[src/rtl/lock_sequencer.sv]
// lock_sequencer: 4-digit code lock with fail counting, lockout, open window and code reprogramming
module lock_sequencer #(
   parameter int          MAX_FAILS     = 3,
   parameter int          LOCK_CYCLES   = 50000000,
   parameter int          OPEN_CYCLES   = 250000000,
   parameter int          ENTRY_TIMEOUT = 150000000,
   parameter logic [15:0] DEFAULT_CODE  = 16'h2016
) (
   input  logic       clk,
   input  logic       rst_a_p,
   input  logic [9:0] digit_pulse,
   input  logic       prog_req,
   output logic       unlocked,
   output logic       locked_out,
   output logic [1:0] disp_state,
   output logic [2:0] digit_count,
   output logic [2:0] fail_count
);
   localparam int MAXC = (LOCK_CYCLES > OPEN_CYCLES)
                         ? ((LOCK_CYCLES > ENTRY_TIMEOUT) ? LOCK_CYCLES : ENTRY_TIMEOUT)
                         : ((OPEN_CYCLES > ENTRY_TIMEOUT) ? OPEN_CYCLES : ENTRY_TIMEOUT);
   localparam int TW = (MAXC > 1) ? $clog2(MAXC) : 1;
   typedef enum logic [2:0] {IDLE, ENTRY, ERROR, LOCKOUT, OPEN, PROG} state_t;
   state_t        state_q, state_d;
   logic [TW-1:0] timer_q, timer_d;
   logic [15:0]   code_q, code_d, shift_q, shift_d;
   logic [2:0]    count_q, count_d, fail_q, fail_d, fail_inc;
   logic          bad_q, bad_d;
   logic          ev, valid, match, t_entry, t_lock, t_open;
   logic [3:0]    dig;
   always_comb begin
      dig = '0;
      for (int i = 0; i < 10; i++)
         if (digit_pulse[i]) dig = 4'(i);
   end
   assign ev       = |digit_pulse;
   assign valid    = $onehot(digit_pulse);
   assign match    = valid && !bad_q && ({shift_q[11:0], dig} == code_q);
   assign t_entry  = timer_q == TW'(ENTRY_TIMEOUT - 1);
   assign t_lock   = timer_q == TW'(LOCK_CYCLES - 1);
   assign t_open   = timer_q == TW'(OPEN_CYCLES - 1);
   assign fail_inc = (fail_q < 3'(MAX_FAILS)) ? fail_q + 3'd1 : fail_q;
   always_comb begin
      state_d = state_q;
      timer_d = timer_q + 1'b1;
      code_d  = code_q;
      shift_d = shift_q;
      count_d = count_q;
      fail_d  = fail_q;
      bad_d   = bad_q;
      case (state_q)
         IDLE: begin
            timer_d = '0;
            if (ev) begin
               state_d = ENTRY;
               shift_d = {12'h000, dig};
               count_d = 3'd1;
               bad_d   = !valid;
            end
         end
         ENTRY: begin
            if (ev) begin
               timer_d = '0;
               shift_d = {shift_q[11:0], dig};
               count_d = count_q + 3'd1;
               bad_d   = bad_q | !valid;
               if (count_q == 3'd3) begin
                  count_d = '0;
                  fail_d  = match ? 3'd0 : fail_inc;
                  state_d = match ? OPEN : (fail_inc >= 3'(MAX_FAILS)) ? LOCKOUT : ERROR;
               end
            end else if (t_entry) begin
               state_d = IDLE;
               count_d = '0;
            end
         end
         ERROR: if (ev || t_entry) state_d = IDLE;
         LOCKOUT: begin
            if (t_lock) begin
               state_d = IDLE;
               fail_d  = '0;
            end
         end
         OPEN: begin
            // prog_req takes priority over a simultaneous relock digit
            if (prog_req) state_d = PROG;
            else if (ev || t_open) state_d = IDLE;
         end
         PROG: begin
            if (ev) begin
               timer_d = '0;
               shift_d = {shift_q[11:0], dig};
               count_d = count_q + 3'd1;
               if (!valid || count_q == 3'd3) begin
                  state_d = IDLE;
                  count_d = '0;
               end
               if (valid && count_q == 3'd3) code_d = {shift_q[11:0], dig};
            end else if (t_entry) begin
               state_d = IDLE;
               count_d = '0;
            end
         end
         default: state_d = IDLE;
      endcase
      if (state_d != state_q) timer_d = '0;
   end
   always_ff @(posedge clk or posedge rst_a_p) begin
      if (rst_a_p) begin
         state_q <= IDLE;
         timer_q <= '0;
         code_q  <= DEFAULT_CODE;
         shift_q <= '0;
         count_q <= '0;
         fail_q  <= '0;
         bad_q   <= 1'b0;
      end else begin
         state_q <= state_d;
         timer_q <= timer_d;
         code_q  <= code_d;
         shift_q <= shift_d;
         count_q <= count_d;
         fail_q  <= fail_d;
         bad_q   <= bad_d;
      end
   end
   assign unlocked    = state_q == OPEN;
   assign locked_out  = state_q == LOCKOUT;
   assign disp_state  = (state_q == OPEN) ? 2'd2
                      : (state_q == ERROR || state_q == LOCKOUT) ? 2'd1
                      : (state_q == ENTRY || state_q == PROG) ? 2'd3 : 2'd0;
   assign digit_count = count_q;
   assign fail_count  = fail_q;
endmodule
[config.mk]
export PLATFORM = sky130hd
export DESIGN_NAME = lock_sequencer
export DESIGN_NICKNAME = d
export VERILOG_FILES = /design/src/rtl/lock_sequencer.sv
export SDC_FILE = /design/constraint.sdc
export NUM_CORES = 1
export LEC_CHECK = 0
export BUFFER_PORTS_ARGS = -buffer_cell sky130_fd_sc_hd__buf_2
export CORE_ASPECT_RATIO = 1.25
export CORE_MARGIN = 5
export CORE_UTILIZATION = 35
export DETAILED_ROUTE_END_ITERATION = 7
export PLACE_DENSITY = 0.48
export SLEW_MARGIN = 20
export SYNTH_ARGS = -nofsm -noshare
export SYNTH_HDL_FRONTEND = slang
export SYNTH_SLANG_ARGS = --single-unit
[constraint.sdc]
create_clock -name clk -period 3.47 [get_ports clk]
set_clock_uncertainty 0.2 [all_clocks]
set_input_delay 0.694 -clock clk [delete_from_list [all_inputs] [get_ports clk]]
set_output_delay 0.694 -clock clk [all_outputs]
set_load 0.02 [all_outputs]
# Word-level counts from Yosys, hierarchy flattened
# Index checks and enable logic that the tools add are counted.
# word_totals
regBits	66
in_bits	13
out_inout_bits	10
wordCells	108
# op_classes
addsub	12
order_cmp	2
eq_ne	17
muxes	47
bitwise_logic	1
n_reduce_logical	22
# op_table
cell	n
2-to-1 mux 3 bit	22
== test 28 bit (second input constant)	2
2-to-1 mux 28 bit	2
case mux 28 bit (2 select lines)	1
2-to-1 mux 4 bit	8
adder 28 x 1 -> 28 bit (second input constant)	1
== test 28 x 26 -> 1 bit (second input constant)	1
2-to-1 mux 12 bit	2
case mux 12 bit (2 select lines)	1
case mux 3 bit (6 select lines)	1
== test 16 bit	1
adder 1 x 1 -> 2 bit	5
OR reduction 10 bit	1
== test 3 x 2 -> 1 bit (second input constant)	3
case mux 3 bit (3 select lines)	1
AND reduction 3 bit	3
adder 2 x 2 -> 3 bit	2
adder 3 x 1 -> 3 bit (second input constant)	2
== test 3 bit (second input constant)	2
2-to-1 mux 2 bit	3
!= test 2 bit (second input constant)	3
case mux 3 bit (2 select lines)	1
nonzero test 2 bit	3
logical OR 1 bit	5
18 further kinds	25

# Depth between registers and ports, before layout
# Gate-level depths: netlist of run 1.
# depth
depth_word	17
ltp_mapped	16
depth_no_buf	15

# Worst setup path before layout of run 1
# OpenSTA, ideal clock, no wires.
# synth_timing
path_type	input port to flip-flop
start	in digit_pulse[0]
end	reg timer_q[20]
setup_ns	0.080
arrival_time_ns	4.483
required_time_ns	3.190
setup_slack_ns	-1.293
stages	16
n_path_buf	1
cell_sequence	fa_1 -> fa_1 -> inv_1 -> fa_1 -> inv_1 -> ha_1 -> inv_1 -> fa_1 -> a2111oi_2 -> o211ai_1 -> or3_1 -> nand2_1 -> a32oi_2 -> o2bb2ai_4 -> buf_12 -> nor3_2
# synth_between
elab_chain_cells	13
word_cells_on_any_way	26
classes_between	4 x add/sub; 2 x eq/ne; 13 x mux; 7 x reduce/logical
# synth_lines
item	line_no	text
start, declared	11	input logic [9:0] digit_pulse,
adder 1 x 1 -> 2 bit (not written as such)	37	assign valid = $onehot(digit_pulse);
adder 2 x 2 -> 3 bit (not written as such)	37	
adder 3 x 3 -> 4 bit (not written as such)	37	
adder 4 x 2 -> 4 bit (not written as such)	37	
== test 4 x 1 -> 1 bit	37	
logical AND 1 bit (2 in series)	38	assign match = valid && !bad_q && ({shift_q[11:0], dig} == code_q);
2-to-1 mux 3 bit	70	state_d = match ? OPEN : (fail_inc >= 3'(MAX_FAILS)) ? LOCKOUT : ERROR;
2-to-1 mux 3 bit	67	if (count_q == 3'd3) begin
2-to-1 mux 3 bit	62	if (ev) begin
case mux 3 bit (6 select lines)	51	case (state_q)
!= test 3 bit	106	if (state_d != state_q) timer_d = '0;
2-to-1 mux 28 bit (*)	106	
net timer_d[20]	25	logic [TW-1:0] timer_q, timer_d;
end signal, assigned	119	timer_q <= timer_d;
end, declared	25	
# Mark *: on every way through the listed nets, which the timed path passes. The rest lies on a longest branch.
# A chain may end at the register's enable or synchronous reset.

# Final worst setup path of run 1
# layout_timing
start	in digit_pulse[3]
end	reg timer_q[19]
# layout_between
elab_chain_cells	15
word_cells_on_any_way	34
classes_between	4 x add/sub; 3 x eq/ne; 20 x mux; 7 x reduce/logical
# layout_lines
item	line_no
parallel branches: the longest is 14 deep, another holds adder 3 x 3 -> 4 bit	n/a
2-to-1 mux 28 bit (*)	106
net timer_d[19]	25
# Mark *: on every way through the listed nets, which the timed path passes.

==> results list, run 1 <==
* Part of the Yosys area used for sequential elements: 41.6%
* Area of the mapped netlist: 3990 µm²
* Leakage power: 2.15 nW
* Weighted congestion reported at the end of routability-driven placement: 0.779
- At the pin with the least slew margin, the transition time is 1.11 ns.
* Main synth FF type: sky130_fd_sc_hd__dfrtp_1
- Initial antenna violation count: 0
- Arr. time, crit path: 4.41 ns
- Number of cell instances on the worst register-to-register path: 11
- In this run the critical register-to-register path is launched from timer_q[0]$_DFF_PP0_.
* Overall global routing resource usage: 14.9%
- Period minus WS final: 4.38 ns
* Fillers: 1093
- Once detailed placement completed, the half-perimeter wirelength came to 6350 µm.
- In this run the power spent charging and discharging nets is 1.10 mW.
- Vias in the first global route: 3137
* Endpoint kind of the worst setup timing path: flop
- Dividing the detail-routed wire length by the instance count gives 15.6 µm.
* RSZ-0062 raised after global routing: true
- Counting instances in the post-synthesis netlist gives the leading cell types as 62 x sky130_fd_sc_hd__dfrtp_1, 42 x sky130_fd_sc_hd__nand2_1, 22 x sky130_fd_sc_hd__o21ai_0.
* Number of optimization iterations in the first detailed-route pass: 4
- Class of the tightest hold or removal check: in2async
- After synthesis, the share of flip-flops with an asynchronous set or reset is 100%.
- Post-synth top area cell: sky130_fd_sc_hd__dfrtp_1
- Overall die height: 129 µm
- The clock passes through at most 2 buffers.
* Utilization after layout: 45.3%
* Final number of max-transition violations: 0
- Total wirelength of the detailed-routed design: 9200 µm
- CTS placed an instance of sky130_fd_sc_hd__clkbuf_16 at the clock tree root.
- The flow ran to the end, but the final reports show violations.
- Final critical-path setup slack: -0.914 ns
* Fraction of final layout cells sized beyond drive strength 1: 33.8%
* Worst hold margin: 0.225 ns
* Final hold vios: 0
- In this run the count of I/O pins placed on the die edge is 23.
* Sequential share of power: 31.3%
* Crit path largest cell delay: 0.51 ns
- Total power for the finished layout comes to 3.21 mW.
- Via density: 5.07
* DR DRC count: 0
* Total cell area at the placement stage: 4360 µm²
- Setup crit start kind: input pin
- Launch point of the critical path: digit_pulse[3]
* CTS buffer count: 9
- The cell family contributing the most delay on the critical path is adder cells.
- For the worst-skew pair, the clock arrives at the later sink with an insertion delay of 0.34 ns.
- In the final design database the tool counted 477 nets.
- Site row count: 43
- The floorplan step defined a core boundary enclosing 11100 µm².
- Entering global routing, the biggest net connects 67 pins.
* Number of placed cells counting well taps: 560
* Synth-to-Final Area Change: 26.7%
* Die W: 105 µm
- Comb power frac: 35.6%
* Maximum level of the CTS H-tree: 3
- Among all cell types in the netlist, the one instantiated most often is sky130_fd_sc_hd__dfrtp_1.
- The floorplan step defined a die boundary enclosing 13600 µm².
- Count of mapped cells out of synthesis: 395
* Critical path's most frequent cell: sky130_fd_sc_hd__fa_1
- Post-route setup TNS: -43.29 ns
- Clock network power share: 33.1%
- Together, buffers and inverters on the worst path number 7.
- Worst supply voltage drop on vdd: 0.000248 V
- Maximum clock frequency: 228 MHz
- Flip-flop and latch count after synthesis: 66
* Violated checks: negative setup slack
- During synthesis, Yosys emitted a total of 0 warnings.
- Number of port buffers: 22
- Global routing finished with a remaining overflow of 0.
- Leaving out filler cells and counting taps, the final layout contains 590.
* Number of library cell types mapped by synthesis: 65
- Setup violations remaining at the end of the flow were counted as 54.
- CP Cell Sequence: buf_8 -> fa_1 -> fa_1 -> inv_1 -> fa_1 -> inv_1 -> ha_2 -> inv_2 -> fa_2 -> a2111oi_4 -> o211ai_1 -> buf_4 -> nor4_4 -> a41o_2 -> o2bb2ai_4 -> buf_12 -> buf_4 -> nor2_2
* Number of enable-type register cells in the synthesized netlist: 0
* Detailed Route Iter0 Violations: 91
- Top cells by area, synth: sky130_fd_sc_hd__dfrtp_1 39%, sky130_fd_sc_hd__xor2_1 4.6%, sky130_fd_sc_hd__mux2_2 4.2%
- Max-cap violations in this run came to 0.
- Net count after synthesis: 422
- Internal power component: 2.11 mW
- Antenna-violating nets left: 0
* Power density over the cells: 636 nW/µm²
- Summed over its instances, the top area cell type makes up 38.9% of the synthesized netlist area.
- Starting density of the core: 35.8%
- Each instance of the synthesized netlist takes up on average 10.1 µm².
- Setup CP Type: in2reg
* Critical path data required time: 3.49 ns
* Final period util: 126%
* Reg clk slew, reported paths: 0.06 ns
* Number of antenna diodes: 0
- On the critical path, the stage with the largest delay is an instance of sky130_fd_sc_hd__fa_1.
- Worst-case setup slack after placement: -1.31 ns
- Detailed routing inserted a total of 2990 vias.
- The first global-routing pass estimated 16100 µm of wire.
* Number of gates on the worst path with buffers counted: 18
- TritonCTS built the clock tree.
* Largest driver fanout on the critical path: 15
- The multi-input combinational cells in the finished layout cover a total of 2260 µm².
* Post-Layout Inst Area: 5050 µm²
- The clock net in this run drives a total of 66 sinks.
- Max-Slew Margin vs Limit: 25.3%
- Summing all flip-flop and latch instances after layout gives 1660 µm².
* Switching share of power: 34.3%
## final timing paths
path                       slack [ns]                    end
max                             -0.91  timer_q[19]$_DFF_PP0_
min reg2reg                      0.28  code_q[1]$_DFFE_PP1P_
min                              0.23  timer_q[17]$_DFF_PP0_
min in group clk                 0.28  code_q[1]$_DFFE_PP1P_
max reg2reg                      0.66  timer_q[19]$_DFF_PP0_
max in group asynchronous        2.51  code_q[4]$_DFFE_PP1P_
## sequential cells by signal, indices dropped and copies added (netlist names)
name	cells
bad_q	1
code_q	16
digit_count	3
fail_count	3
shift_q	12
state_q	3
timer_q	28
## kinds of logic (layout without fill, tap and decap cells)
kind of cell | after synthesis | after routing | share of synthesized area, %
and+or+nand+nor | 173 | 173 | 25.2
DFF | 66 | 66 | 41.6
AOI/OAI and AO/OA | 52 | 52 | 9.23
xor gates and xnor gates | 40 | 40 | 8.79
buffers and inverters | 34 | 94 | 5.21
muxes | 16 | 16 | 4.49
adders and majority gates | 14 | 14 | 5.53
## per-layer routing
layer,vias to the layer above,wire [µm],global-route usage [%]
met3,10,299,3.89
met1,1449,3980,18.4
met4,0,121,4.71
met2,40,4800,25.5
li1,1491,-,-
met5,-,0,0
## tightest hold or removal path: stages
cell	delay, ns
sky130_fd_sc_hd__buf_2	0.10
sky130_fd_sc_hd__inv_2	0.06
sky130_fd_sc_hd__buf_12	0.31
## cell usage in the layout, fill, tap and decap left out, drive strengths merged, types with 4 or more instances in the layout
cell type	instances
a21oi	6
and2	5
and3	4
buf	56
clkbuf	11
dfrtp	62
dfstp	4
fa	6
ha	8
inv	21
mux2	15
nand2	42
nand3	13
nand4	14
nor2	37
nor2b	5
nor3	20
nor3b	4
nor4	7
o21ai	22
or3	4
xnor2	19
xor2	21
## power by group through the flow
stage / Combinational, mW / Clock (mW) / Sequential (mW)
final: 1.14 / 1.06 / 1.00
after CTS: 1.10 / 1.09 / 1.00
after floorplan: 0.671 / 0 / 1.00
after detailed placement: 0.951 / 0 / 1.01
after global placement: 0.938 / 0 / 1.01
after global routing: 1.26 / 1.13 / 1.02
## cell type report
cell class	count	share of cell area [%]
inverters	21	1.56
clock inverters	6	2.25
flip-flops and latches	66	32.8
multi-input cells	295	44.7
repair buffers	57	10.6
well taps	135	3.34
clock buffers	10	4.73
## timing repair
action,CTS,global route
buffers inserted,7,5
endpoints found under the setup margin,54,54
pin swaps,15,6
hold buffers,0,0
cloned,3,0
resized for setup,29,14
(Power assumes the default switching activity.)
==> run 2, diff against run 1 <==
CORE_MARGIN = not set   (was 5)
PLACE_DENSITY = 0.51   (was 0.48)
==> results list, run 2 (same netlist as run 1, synthesis figures left out) <==
* Critical path data required time: 3.48 ns (about the same)
- Comb power frac: 36.0% (+0.4 points)
- The pin count of the biggest net entering global routing was 36 (-46%).
- Total overflow reported by the global router: 0 (unchanged)
- Most common library cell in the layout ignoring fill and taps: sky130_fd_sc_hd__dfrtp_1
- The clock transition time at the flip-flop clock pins of the worst setup and hold paths came to 0.05 ns (about the same).
- The area after detailed placement was 4350 µm² (-0.29%).
* CTS tree: built
* Number of cell instances on the worst register-to-register path: 7 (-4)
* Total wirelength of the detailed-routed design: 9230 µm (+0.36%)
* Largest register by flop count: timer_q
- The final max-slew violation count came to 0 (unchanged).
- The number of global-route vias before repair is 3257 (+3.8%).
- The count of standard-cell rows was 43 (unchanged).
- The number of maximum-capacitance violations is 0 (unchanged).
- Overall global routing resource usage: 16.6% (+1.7 points)
* Post-Layout Inst Area: 4950 µm² (-1.9%)
* DR DRC count: 0 (unchanged)
* Fillers: 1048 (-4.1%)
- Post-layout net count: 474 (-0.63%)
- Weighted congestion reported at the end of routability-driven placement: 0.770 (-1.2%)
- The diode insertion count for antenna repair came to 0 (unchanged).
- The largest registers in the layout are timer_q: 28 flops, code_q: 16 flops, shift_q: 12 flops.
- The flow ran to the end, but the final reports show violations.
- CTS buffer count: 9 (unchanged)
- The overall die height came to 121 µm (-6.2%).
* Period minus WS final: 4.47 ns (+0.0857 ns)
- The final routed wire length divided by cell count is 15.7 µm (+0.87%).
- The quantity of I/O buffers inserted on ports came to 22 (unchanged).
- The width of the die was 97.4 µm (-7.6%).
- Maximum clock frequency: 224 MHz (-1.9%)
* Worst supply voltage drop on vdd: 0.000243 V (-2.1%)
- Via Count: 3070 (+2.7%)
* RSZ-0062 raised after global routing: true
* Starting density of the core: 36.0% (+0.17 points)
- Clock root cell: sky130_fd_sc_hd__clkbuf_16
- Max-Slew Margin vs Limit: 48.5% (+23 points)
- The number of top-level pins was 23 (unchanged).
* Number of optimization iterations in the first detailed-route pass: 4 (unchanged)
* Arr. time, crit path: 4.48 ns (+0.07 ns)
* Flip-flop count of the largest register, all copies and words added: 28 (unchanged)
- Final period util: 129% (+2.5 points)
- Endpoint kind of the worst setup timing path: flop
- The placed instance count came to 560 (unchanged).
* Core area: 11100 µm² (-0.48%)
* Commonest cells after routing, fill and taps aside: 62 x sky130_fd_sc_hd__dfrtp_1, 38 x sky130_fd_sc_hd__nand2_1, 21 x sky130_fd_sc_hd__nor2_1, 21 x sky130_fd_sc_hd__xor2_1
* Sequential share of power: 32.6% (+1.3 points)
* Transition time of the tightest slew-check pin: 0.768 ns (-0.345 ns)
- Initial antenna violation count: 0 (unchanged)
- Setup crit start kind: input pin
- Power density over the cells: 623 nW/µm² (-2.0%)
* Via density: 5.23 (+3.2%)
- Setup CP Type: in2reg
* Switching share of power: 35.2% (+0.91 points)
- The switching power of the nets came to 1.09 mW (-1.4%).
- Clk buf depth: 2 (unchanged)
- The die outline area was 11800 µm² (-13%).
* Largest driver fanout on the critical path: 6 (-9)
- Final hold vios: 0 (unchanged)
- Violated checks: negative setup slack
* Clock network power share: 31.4% (-1.7 points)
* Global-route wire length before repair: 15500 µm (-3.8%)
* Skew-Pair Late Insertion Delay: 0.33 ns (about the same)
- Final critical-path setup slack: -1.00 ns (-0.0857 ns)
* Leakage power: 2.13 nW (-0.79%)
* Detailed Route Iter0 Violations: 97 (+6.6%)
- The layout cell share with drive strength beyond 1 is 32.5% (-1.3 points).
- Synth-to-Final Area Change: 24.3%
* Final setup violation count: 54 (unchanged)
- Post-route setup TNS: -48.42 ns (-5.13 ns)
- Hold-fix buffers at CTS: 0 (unchanged)
- Maximum level of the CTS H-tree: 3 (unchanged)
* Class of the tightest hold or removal check: in2async
- The area of the multi-input gates was 2230 µm² (-1.1%).
* Internal power component: 2.00 mW (-5.3%)
- Post-route insts no fill: 587 (-0.51%)
- The sink count of the clock tree came to 66 (unchanged).
* Register area: 1660 µm² (unchanged)
- The remaining antenna violation count was 0 (unchanged).
* HPWL reported at the end of detailed placement: 6380 µm (+0.39%)
run 2: cell count changes in the layout (fill, tap and decap cells not counted), moves of 2 or more:
cell                       change
sky130_fd_sc_hd__nor3_1        +2
sky130_fd_sc_hd__buf_4         -7
sky130_fd_sc_hd__mux2_4        +2
sky130_fd_sc_hd__nor3_2        -3
sky130_fd_sc_hd__mux2_2        -2
sky130_fd_sc_hd__o21ai_2       -2
sky130_fd_sc_hd__clkinv_2      +2
sky130_fd_sc_hd__buf_6         +8
sky130_fd_sc_hd__buf_12        -3
sky130_fd_sc_hd__nor2_2        +3
sky130_fd_sc_hd__o21ai_1       +2
sky130_fd_sc_hd__nor2_4        -3
run 2: worst max-delay path, stage by stage:
cell,delay [ns]
sky130_fd_sc_hd__buf_6,0.10
sky130_fd_sc_hd__fa_1,0.50
sky130_fd_sc_hd__fa_1,0.54
sky130_fd_sc_hd__inv_2,0.04
sky130_fd_sc_hd__fa_1,0.44
sky130_fd_sc_hd__inv_1,0.07
sky130_fd_sc_hd__ha_2,0.18
sky130_fd_sc_hd__inv_2,0.04
sky130_fd_sc_hd__fa_2,0.36
sky130_fd_sc_hd__a2111oi_4,0.19
sky130_fd_sc_hd__o211ai_1,0.19
sky130_fd_sc_hd__buf_4,0.19
sky130_fd_sc_hd__nor4_4,0.22
sky130_fd_sc_hd__a41o_2,0.26
sky130_fd_sc_hd__o2bb2ai_4,0.21
sky130_fd_sc_hd__clkbuf_16,0.22
sky130_fd_sc_hd__nor2_2,0.03
run 2: power by group through the flow:
stage / registers (mW) / logic [mW] / clock network [mW]
after detailed placement: 1.02 / 0.942 / 0
final: 1.01 / 1.11 / 0.970
after CTS: 1.00 / 1.00 / 0.990
after floorplan: 1.00 / 0.671 / 0
after global placement: 1.01 / 0.928 / 0
after global routing: 1.03 / 1.22 / 1.02
run 2: routing by layer:
layer | share of wire (%) | GRT usage [%]
met5 | 0 | 0
met4 | 2.7 | 8.55
met3 | 2.6 | 2.48
met2 | 54 | 30.8
met1 | 41 | 18.3
run 2: layout make-up:
class	instances	share of cell area (%)
clock buffers	11	4.90
clock inverters	5	1.57
inverters	21	1.59
multi-input cells	295	45.1
flip-flops and latches	66	33.5
well taps	135	3.41
repair buffers	54	10.0
run 2: per-stage QoR:
| stage | power (mW) | setup slack, ns | hold WS, ns | utilization, % |
|---|---|---|---|---|
| 5_1_grt | 3.27 | -1.17 | 0.308 | 44.7 |
| 2_1_floorplan | 1.68 | -1.10 | 0.256 | - |
| 6_report | 3.09 | -1.00 | 0.276 | 44.7 |
| 3_5_place_dp | 1.96 | -1.41 | 0.274 | 39.2 |
| 3_3_place_gp | 1.94 | -1.30 | 0.272 | 39.2 |
| 4_1_cts | 3.00 | -1.01 | 0.280 | 43.9 |
run 2: path summary, 6_finish.rpt:
check / startpoint / endpoint / slack [ns]
worst min register to register: code_q[1]$_DFFE_PP1P_ / code_q[1]$_DFFE_PP1P_ / 0.29
worst min-delay path: rst_a_p / fail_count[0]$_DFFE_PP0P_ / 0.28
min in group clk: code_q[1]$_DFFE_PP1P_ / code_q[1]$_DFFE_PP1P_ / 0.29
worst max-delay path: digit_pulse[3] / timer_q[10]$_DFF_PP0_ / -1.0
worst max register to register: timer_q[18]$_DFF_PP0_ / timer_q[10]$_DFF_PP0_ / 0.74
max in group asynchronous: rst_a_p / state_q[2]$_DFF_PP0_ / 2.16
run 2: timing repair:
action,CTS,global route
setup buffers,6,3
cloned,2,3
resized for setup,26,14
setup endpoints to repair,54,54
pin swaps,8,11
==> run 3, diff against run 2 <==
GPL_ROUTABILITY_DRIVEN = 1   (was not set)
clock period = 4.2 ns   (was 3.47 ns; I/O delays follow)
==> results list, run 3 (same netlist as run 1, synthesis figures left out) <==
* Starting density of the core: 36.0% (unchanged)
* Largest driver fanout on the critical path: 7 (+1)
* Setup crit start kind: input pin
- The area of the multi-input gates was 2270 µm² (+1.9%).
* Critical path data required time: 4.22 ns (+0.74 ns)
- The run finished, with violations left.
* Ports placed on the boundary: 23 (unchanged)
- Period minus WS final: 4.61 ns
- More flip-flops sit in one register than any other, and that register is timer_q.
- Crit path buffers/inverters: 6 (unchanged)
- The via count normalized by instance count came to 5.17 (-1.1%).
- Skew-Pair Late Insertion Delay: 0.33 ns (about the same)
- TritonCTS built the clock tree.
* Total wirelength of the detailed-routed design: 9140 µm (-0.96%)
- Global-route wire length before repair: 15400 µm (about the same)
- Arr. time, crit path: 4.62 ns (+0.14 ns)
- The number of global-route vias before repair came to 3195 (-1.9%).
* Synth-to-Final Area Change: 24.4% (about the same)
* Overall die area: 11800 µm² (unchanged)
* Maximum level of the CTS H-tree: 3 (unchanged)
- Register area: 1660 µm² (unchanged)
- Worst-case setup slack after placement: -0.786 ns (+0.626 ns)
* Post-layout net count: 468 (-1.3%)
- CP Cell Sequence: buf_6 -> fa_1 -> fa_1 -> inv_1 -> fa_1 -> inv_1 -> ha_2 -> inv_2 -> fa_2 -> a2111oi_4 -> o211ai_1 -> buf_4 -> nor4_4 -> a41o_2 -> o2bb2ai_4 -> clkbuf_16 -> nor2_2
- Slowest stage cell, crit path: sky130_fd_sc_hd__fa_1
- Worst supply voltage drop on vdd: 0.000227 V (-6.4%)
* Worst path top cell family by delay: adder cells
- The residual DRC count came to 0 (unchanged).
- The maximum single-stage delay on the critical path came to 0.51 ns (-0.03 ns).
* Leakage power: 2.12 nW (-0.32%)
- By instance count, the cell type seen most on the critical path is sky130_fd_sc_hd__fa_1.
* Maximum clock frequency: 217 MHz
- Launch point of the critical path: digit_pulse[1]
- The number of buffers inserted during clock tree synthesis was 9 (unchanged).
- The number of fill cells in the layout is 1098 (+4.8%).
- Clock root cell: sky130_fd_sc_hd__clkbuf_16
- The diode insertion count for antenna repair came to 0 (unchanged).
- Overall die height: 121 µm (unchanged)
- Pin count of the biggest net entering global routing: 44 (+22%)
- RSZ-0062 raised after global routing: true
- The count of final hold-check violations came to 0 (unchanged).
- The number of maximum-capacitance violations came to 0 (unchanged).
- Endpoint kind of the worst setup timing path: flop
* Site row count: 43 (unchanged)
- Overall global routing resource usage: 16.8% (+0.15 points)
- The area inside the core boundary was 11100 µm² (unchanged).
- The weighted congestion at the end of routability-driven global placement came to 0.790 (+2.5%).
* Number of port buffers: 22 (unchanged)
- The count of routing violations after the opening detailed-route iteration was 87 (-10%).
- The first-pass iteration count of the detailed router came to 4 (unchanged).
- The placed instance count was 557 (-0.54%).
* Class of the tightest hold or removal check: reg2reg
* Post-route insts no fill: 581 (-1.0%)
* Most common library cell in the layout ignoring fill and taps: sky130_fd_sc_hd__dfrtp_1
* Max-Slew Margin vs Limit: 37.3% (-11 points)
- Clock net sink count: 66 (unchanged)
* Overall power after layout: 2.53 mW (-18%)
- Worst reg2reg startpoint: timer_q[0]$_DFF_PP0_
- The number of flip-flops under the largest register name was 28 (unchanged).
- Transition time of the tightest slew-check pin: 0.939 ns (+0.171 ns)
* Clk buf depth: 2 (unchanged)
- Worst hold margin: 0.288 ns (+0.0121 ns)
- The final reports fail on negative setup slack.
* Fraction of final layout cells sized beyond drive strength 1: 32.3% (-0.24 points)
* Registers with the most flip-flops: timer_q: 28 flops, code_q: 16 flops, shift_q: 12 flops
- Setup CP Type: in2reg
- The total power divided by cell area came to 511 nW/µm² (-18%).
- The hold buffer count at CTS came to 0 (unchanged).
- The initial antenna violation count is 0 (unchanged).
* Min-delay src: code_q[1]$_DFFE_PP1P_
- Antenna-violating nets left: 0 (unchanged)
* Routed wire per std cell: 15.7 µm (about the same)
- The routed via count is 3006 (-2.1%).
* Final period util: 110%
- Reg clk slew, reported paths: 0.06 ns (about the same)
- In the layout the commonest cells are 62 x sky130_fd_sc_hd__dfrtp_1, 38 x sky130_fd_sc_hd__nand2_1, 21 x sky130_fd_sc_hd__nor2_1, 21 x sky130_fd_sc_hd__xor2_1.
- The HPWL after detailed placement was 6300 µm (-1.3%).
- Final number of max-transition violations: 0 (unchanged)
* Total overflow reported by the global router: 0 (unchanged)
- The width of the die was 97.4 µm (unchanged).
- Final setup violation count: 50 (-7.4%)
* Final critical-path setup slack: -0.405 ns (+0.594 ns)
- The post-route setup TNS is -16.34 ns (+32.08 ns).
-- run 3: final cells by class --
| cell class | instances | share of cell area, % |
|---|---|---|
| sequential | 66 | 33.4 |
| tap | 135 | 3.41 |
| timing repair buffer | 48 | 9.21 |
| clock buffer | 11 | 4.90 |
| inverter | 21 | 1.59 |
| multi-input combinational | 295 | 45.9 |
| clock inverter | 5 | 1.57 |
-- run 3: final timing paths --
kind	to	slack, ns	cells past startpoint
max	timer_q[18]$_DFF_PP0_	-0.41	17
min	code_q[1]$_DFFE_PP1P_	0.29	2
max reg2reg	timer_q[18]$_DFF_PP0_	1.09	9
min reg2reg	code_q[1]$_DFFE_PP1P_	0.29	2
max in group asynchronous	timer_q[8]$_DFF_PP0_	2.42	3
min in group asynchronous	state_q[0]$_DFF_PP0_	0.52	2
-- run 3: per-stage QoR --
| stage | instance area (µm²) | util (%) |
|---|---|---|
| finish | 4960 | 44.7 |
| global route | 4960 | 44.7 |
| CTS | 4850 | 43.8 |
| detailed placement | 4330 | 39.0 |
| global placement | 4330 | 39.0 |
| floorplan | 4000 | - |
-- run 3: worst register-to-register path: cells and delay by family, from the launching register on --
kind	cells	cell delay, ns
AO/OA/AOI/OAI	2	0.57
adder cells (fa/ha/maj)	1	0.22
buffers and inverters	1	0.23
flip-flops	1	0.40
AND/OR/NAND/NOR	5	1.38
-- run 3: what timing repair did --
action	CTS	global route
endpoints found under the setup margin	50	52
resized for setup	23	16
endpoints found under the hold margin	0	0
cloned	2	2
setup buffers	5	0
pin swaps	5	11
-- run 3: report_power, final --
group / switching (mW) / internal (mW) / leakage, nW
clock: 0.276 / 0.533 / 0.156
sequential: 0.104 / 0.725 / 0.869
combinational: 0.527 / 0.365 / 1.10
-- run 3: layer usage --
metal | GRT usage, % | up-vias | share of wire (%) | wire, µm
met5 | 0 | - | 0 | 0
met4 | 7.44 | 0 | 2.4 | 223
met3 | 3.80 | 17 | 2.1 | 190
met2 | 30.6 | 24 | 54 | 4960
met1 | 18.5 | 1493 | 41 | 3770
li1 | - | 1472 | - | -
